[src/rtl/pipe_stage_buf.sv]
// Inter-stage pipeline buffer: opaque payload with valid/ready handshake, flush,
// bubble payload, optional 2-entry skid mode and a saturating bubble counter.
module pipe_stage_buf #(
  parameter int               WIDTH      = 64,
  parameter logic [WIDTH-1:0] BUBBLE_VAL = '0,
  parameter bit               SKID_EN    = 1'b1,
  parameter int               CNT_W      = 32
) (
  input  logic             i_clk,
  input  logic             i_rst,
  input  logic             i_flush,
  input  logic             i_valid,
  output logic             o_ready,
  input  logic [WIDTH-1:0] i_data,
  output logic             o_valid,
  input  logic             i_ready,
  output logic [WIDTH-1:0] o_data,
  output logic [1:0]       o_level,
  output logic [CNT_W-1:0] o_bubble_cnt
);

  typedef enum logic [1:0] {
    EMPTY = 2'd0,
    ONE   = 2'd1,
    TWO   = 2'd2
  } state_t;

  localparam logic [CNT_W-1:0] CNT_MAX = '1;
  localparam logic [CNT_W-1:0] CNT_ONE = CNT_W'(1);

  state_t           state_q, state_d;
  logic [WIDTH-1:0] main_q, main_d;
  logic [WIDTH-1:0] skid_q, skid_d;
  logic             ready_q, ready_d;
  logic [CNT_W-1:0] bubble_cnt_q, bubble_cnt_d;
  logic             in_xfer, out_xfer;

  // The state encoding doubles as the entry count.
  assign o_valid      = (state_q != EMPTY);
  assign o_level      = 2'(state_q);
  assign o_data       = o_valid ? main_q : BUBBLE_VAL;
  assign o_ready      = SKID_EN ? ready_q : (!o_valid || i_ready);
  assign o_bubble_cnt = bubble_cnt_q;

  always_comb begin
    in_xfer      = i_valid && o_ready;
    out_xfer     = o_valid && i_ready;
    state_d      = state_q;
    main_d       = main_q;
    skid_d       = skid_q;
    bubble_cnt_d = bubble_cnt_q;

    case (state_q)
      EMPTY: begin
        if (in_xfer) begin
          state_d = ONE;
          main_d  = i_data;
        end
      end
      ONE: begin
        if (in_xfer && out_xfer) begin
          main_d = i_data;
        end else if (in_xfer) begin
          // Without skid, o_ready implies out_xfer here, so this is skid-only.
          if (SKID_EN) begin
            state_d = TWO;
            skid_d  = i_data;
          end
        end else if (out_xfer) begin
          state_d = EMPTY;
        end
      end
      TWO: begin
        if (out_xfer) begin
          state_d = ONE;
          main_d  = skid_q;
        end
      end
      default: state_d = EMPTY;
    endcase

    if (i_flush) state_d = EMPTY;

    ready_d = (state_d != TWO);

    if (!o_valid && (bubble_cnt_q != CNT_MAX)) bubble_cnt_d = bubble_cnt_q + CNT_ONE;
  end

  always_ff @(posedge i_clk or posedge i_rst) begin
    if (i_rst) begin
      state_q      <= EMPTY;
      main_q       <= '0;
      skid_q       <= '0;
      ready_q      <= 1'b1;
      bubble_cnt_q <= '0;
    end else begin
      state_q      <= state_d;
      main_q       <= main_d;
      skid_q       <= skid_d;
      ready_q      <= ready_d;
      bubble_cnt_q <= bubble_cnt_d;
    end
  end

endmodule

[config.mk]
export PLATFORM = sky130hd
export DESIGN_NAME = pipe_stage_buf
export DESIGN_NICKNAME = d
export VERILOG_FILES = /design/src/rtl/pipe_stage_buf.sv
export SDC_FILE = /design/constraint.sdc
export NUM_CORES = 1
export LEC_CHECK = 0
export BUFFER_PORTS_ARGS = -buffer_cell sky130_fd_sc_hd__buf_2
export CAP_MARGIN = 20
export CORE_ASPECT_RATIO = 2
export CORE_MARGIN = 2
export CORE_UTILIZATION = 51
export CTS_BUF_LIST = sky130_fd_sc_hd__clkbuf_8
export DETAILED_ROUTE_END_ITERATION = 16
export PLACE_DENSITY = 0.89
export SYNTH_ARGS = -nofsm -noshare
export SYNTH_HDL_FRONTEND = slang
export SYNTH_SLANG_ARGS = --single-unit
[constraint.sdc]
create_clock -name i_clk -period 5 [get_ports i_clk]
set_input_delay 0.5 -clock i_clk [delete_from_list [all_inputs] [get_ports i_clk]]
set_output_delay 0.5 -clock i_clk [all_outputs]
set_load 0.02 [all_outputs]
# Word-level counts from Yosys, hierarchy flattened
# Cells that the tools add are included.
[word_totals] out_inout_bits=100 input_bits=69 wordCells=36 ff_bits=163
[classes] reduce_logical=10 bitwise_logic=1 eq_ne=7 add_sub_neg=1 mux=12
[ops] op="$mux 64" n=4
[ops] op="$pmux 64 s3" n=1
[ops] op="$add 32x1->32 const B" n=1
[ops] op="$ne 32x32->1 const B" n=1
[ops] op="$mux 2" n=6
[ops] op="$ne 2x2->1 const B" n=4
[ops] op="$pmux 2 s3" n=1
[ops] op="$logic_and 1x1->1" n=4
[ops] op="$reduce_and 4->1" n=1
[ops] op="$reduce_and 3->1" n=1
[ops] op="$reduce_bool 3->1" n=1
[ops] op="$eq 2x1->1 const B" n=1
[ops] op="$eq 2x2->1 const B" n=1
[ops] op="$logic_not 2->1" n=1
[ops] op="$reduce_bool 2->1" n=1
[ops] op="$logic_not 1->1" n=1
[ops] op="$not 1->1" n=1

# Longest topological paths before layout
[depth] ltp_word=8 depth_mapped=7 depth_no_buf=6

# Least setup slack after synthesis
# Ideal clock, no wire load.
[synth_path] path_kind="flip-flop to output port" start="register state_q[1], in the netlist o_level[1]" end="output o_data[10]" arrival_time_ns=1.580 stages_incl_launch_ff=7 t_required_ns=4.500 path_buffers=3 slack_ns=2.920 cell_sequence="dfrtp_1 clkbuf_1 nor2_1 inv_1 buf_2 clkbuf_1 and2_1"
[synth_via] elab_chain_len=2
[synth_rtl] item="start, declared" line="31" rtl="state_t state_q, state_d;"
[synth_rtl] item="start signal, assigned" line="97" rtl="state_q <= state_d;"
[synth_rtl] item="$reduce_bool 2->1" line="39" rtl="assign o_valid = (state_q != EMPTY);"
[synth_rtl] item="$mux 64" line="41" rtl="assign o_data = o_valid ? main_q : BUBBLE_VAL;"
[synth_rtl] item="end, declared" line="17" rtl="output logic [WIDTH-1:0] o_data,"
# No other way between the ends.

# Worst setup path after layout
[layout_path] start="register state_q[1], in the netlist o_level[1]" end="output o_data[7]"
# The elaborated chain is that of the path after synthesis.

==> key figures <==
Hold path
  – Hold Path Class: in2async

Floorplan
  – I/O pin cnt: 169
  – Die area: 15800 sq um
  – Die width: 89.9 um
  – Core footprint: 14400 sq um
  – Num rows: 62
  – Starting Density: 52.4%
  – Die Ht: 176 um

Synthesis
  – Post-synth top area share: 53.9%
  – Yosys warns: 0
  – Asr flop ratio synth: 100%
  – Avg Cell Area, Syn: 11.3 sq um
  – Seq/Total Area, Yosys: 54.3%
  – Top FF cell, synth: dfrtp_1
  – Syn_nets: 738
  – Mapped Area: 7520 sq um
  – Count leader, synth: dfrtp_1
  – Synth top cells by count: dfrtp_1, nor2_1, a21oi_1
  – Distinct cell type count after synthesis: 41
  – Register bit total from synthesis: 163
  – Post-synth EDFFs: 0
  – Synth top area cells: dfrtp_1, mux2_2, mux2i_1
  – Post-Synthesis Cells: 668
  – Synth area leader: dfrtp_1

Worst setup path
  – R2R depth: 5
  – Crit path launch type: flop
  – Required time worst endpoint: 4.50 ns
  – Arrival time worst endpoint: 2.27 ns
  – R2r endpoint: skid_q[49]$_DFFE_PP0P_
  – RR Startpoint: o_ready$_DFF_PP1_
  – Crit Path Class: reg2out
  – Crit end category: output port
  – Register-to-register setup slack: 2.49 ns
  – Critical path fanouts, max: 51

STA
  – Final worst-path setup slack: 2.23 ns
  – # setup viols final: 0
  – Max-slew violation count: 0
  – Final number of hold-violating endpoints: 0
  – Clock skew: 0.0174 ns
  – Worst-Margin Slew: 0.786 ns
  – Setup_tns: 0 ns
  – Min Tclk post-route: 2.77 ns
  – Maximum clock rate: 0.361 GHz
  – Period utilization: 55.4%
  – Worst rel slew slack: 47.1%
  – RSZ-0062 raised after global routing: false

Global routing
  – Total GRT Usage: 22.3%
  – Vias in the first global route: 5781
  – First-pass GRT wire length: 27900 um
  – Largest net degree at the start of global routing: 125
  – Antenna violations before repair: 2
  – GR Overflow Total: 0

Clocking
  – Postcts setup bufs: 0
  – Cts hold-fix bufs: 0
  – CTS resizes: 0
  – Root buffer cell: clkbuf_8
  – CTS sink count: 163
  – Total CTS buffers: 17
  – Clk buf depth: 2
  – Clock latency at the later pin of the worst-skew pair: 0.46 ns
  – TritonCTS clock tree: built
  – Htree depth: 4
  – CTS clock-pin slew for the worst setup and hold paths: 0.09 ns

Drt
  – Vias per cell: 5.34
  – 1st-iter DRT viols: 221
  – Via count: 5514
  – Post-DRT Antenna Nets: 0
  – Drt drc: 0
  – Routed Wire Length: 17300 um
  – Routed wire per std cell: 16.8 um
  – Router iterations before antenna repair: 4

Power
  – Power Dens Cells: 383 nW/um^2
  – Internal cell power: 2.35 mW
  – Lkg Pwr: 4.58 nW
  – Sw Ratio: 31.4%
  – Clock power frac: 26.9%
  – P_sw: 1.08 mW
  – VDD IR max: 229 uV
  – Comb pwr share: 21.4%
  – Reg power frac: 51.7%
  – Post-layout power: 3.42 mW

Final layout
  – Layout cells sized above 1: 34.8%
  – Area delta synth->final: 19.0%
  – Fin cells: 1032
  – Nets@finish: 895

Flow run
  – Max cap viols: 0

Outcome
  – Status: completed

Placement
  – Inst Count DP: 995
  – # port buffers: 168
  – Placer Congestion: 0.881
  – Post-Place Worst Slack: 2.32 ns
  – DP HPWL: 12000 um
area by class of cell:
| class | instances | area [sq um] |
|---|---|---|
| Sequential cell | 163 | 4080 |
| Inverter | 4 | 20.0 |
| Fill cell | 1161 | 5410 |
| Clock buffer | 18 | 248 |
| Antenna cell | 2 | 5.00 |
| Tap cell | 192 | 240 |
| Clock inverter | 14 | 129 |
| Timing Repair Buffer | 177 | 948 |
| Multi-Input combinational cell | 462 | 3280 |
cells in the final DEF, fill, tap and decap left out, types with 2 or more instances in the layout:
cell type,n
dfrtp_1,162
nand3_1,25
and2_1,65
inv_6,6
xor2_1,11
nand4_1,8
nor3_1,12
buf_2,168
and3_1,3
o21ai_0,5
nand2_1,15
diode_2,2
buf_4,6
mux2i_1,65
xnor2_1,14
mux2_2,66
nor4_1,5
or3_1,2
clkinv_2,3
clkinv_4,2
nor2_1,76
clkbuf_8,18
inv_1,2
nor4_2,2
a21oi_1,67
clkinvlp_4,3
metal layers:
| layer | track usage [%] | up-vias | share of wire (%) | wire [um] |
|---|---|---|---|---|
| li1 | - | 2624 | - | - |
| met1 | 23.9 | 2700 | 37 | 6450 |
| met2 | 41.4 | 151 | 56 | 9610 |
| met3 | 4.63 | 37 | 4.1 | 709 |
| met4 | 11.2 | 2 | 2.9 | 505 |
| met5 | 0 | - | 0.075 | 13 |
through the flow:
stage	area (sq um)	utilization (%)	hold WS, ns
after global routing	8940	62.3	0.0548
after CTS	8880	61.9	0.193
final	8950	62.3	0.0435
after global placement	8500	59.2	0.476
after floorplan	7520	-	0.480
after detailed placement	8500	59.2	0.488
power groups by stage:
| stage | clock network [mW] | logic (mW) | registers [mW] |
|---|---|---|---|
| 2_1_floorplan | 0 | 0.499 | 1.77 |
| 3_3_place_gp | 0 | 0.704 | 1.78 |
| 3_5_place_dp | 0 | 0.732 | 1.79 |
| 4_1_cts | 0.946 | 0.734 | 1.77 |
| 5_1_grt | 0.995 | 0.805 | 1.81 |
| 6_report | 0.922 | 0.733 | 1.77 |
worst max-delay path, cell delays in order (launching register included):
cell and delay, ns:
dfrtp_1 0.56, nor2_1 0.09, buf_4 0.20, inv_2 0.34, buf_12 0.26, and2_1 0.17, buf_2 0.16
cell families after synthesis:
group,Yosys count,synth area share (%)
fa+ha+maj,1,0.166
flops,163,54.3
mux,131,18.5
compound gates,76,5.23
xor+xnor,25,2.91
buf+inv,43,2.46
simple gates,229,16.4
sequential cells by signal, indices dropped and copies added, names as in the netlist:
name and count:
o_bubble_cnt 32, o_level 2, o_ready 1, skid_q 64
main_q 64
worst max path at each step:
stage                                     from                endpoint  slack, ns  depth (start not counted)
after floorplan                          i_rst   main_q[0]$_DFFE_PP0P_        0.1                          1
final                     o_level[1]$_DFF_PP0_               o_data[7]       2.23                          6
after global routing      o_level[1]$_DFF_PP0_              o_data[16]       2.04                          6
after CTS                 o_level[1]$_DFF_PP0_              o_data[61]       1.91                          5
after global placement                 i_ready  skid_q[26]$_DFFE_PP0P_       2.37                          5
after detailed placement               i_ready  skid_q[38]$_DFFE_PP0P_       2.32                          5
No activity file was read; power rests on OpenSTA's default activity.
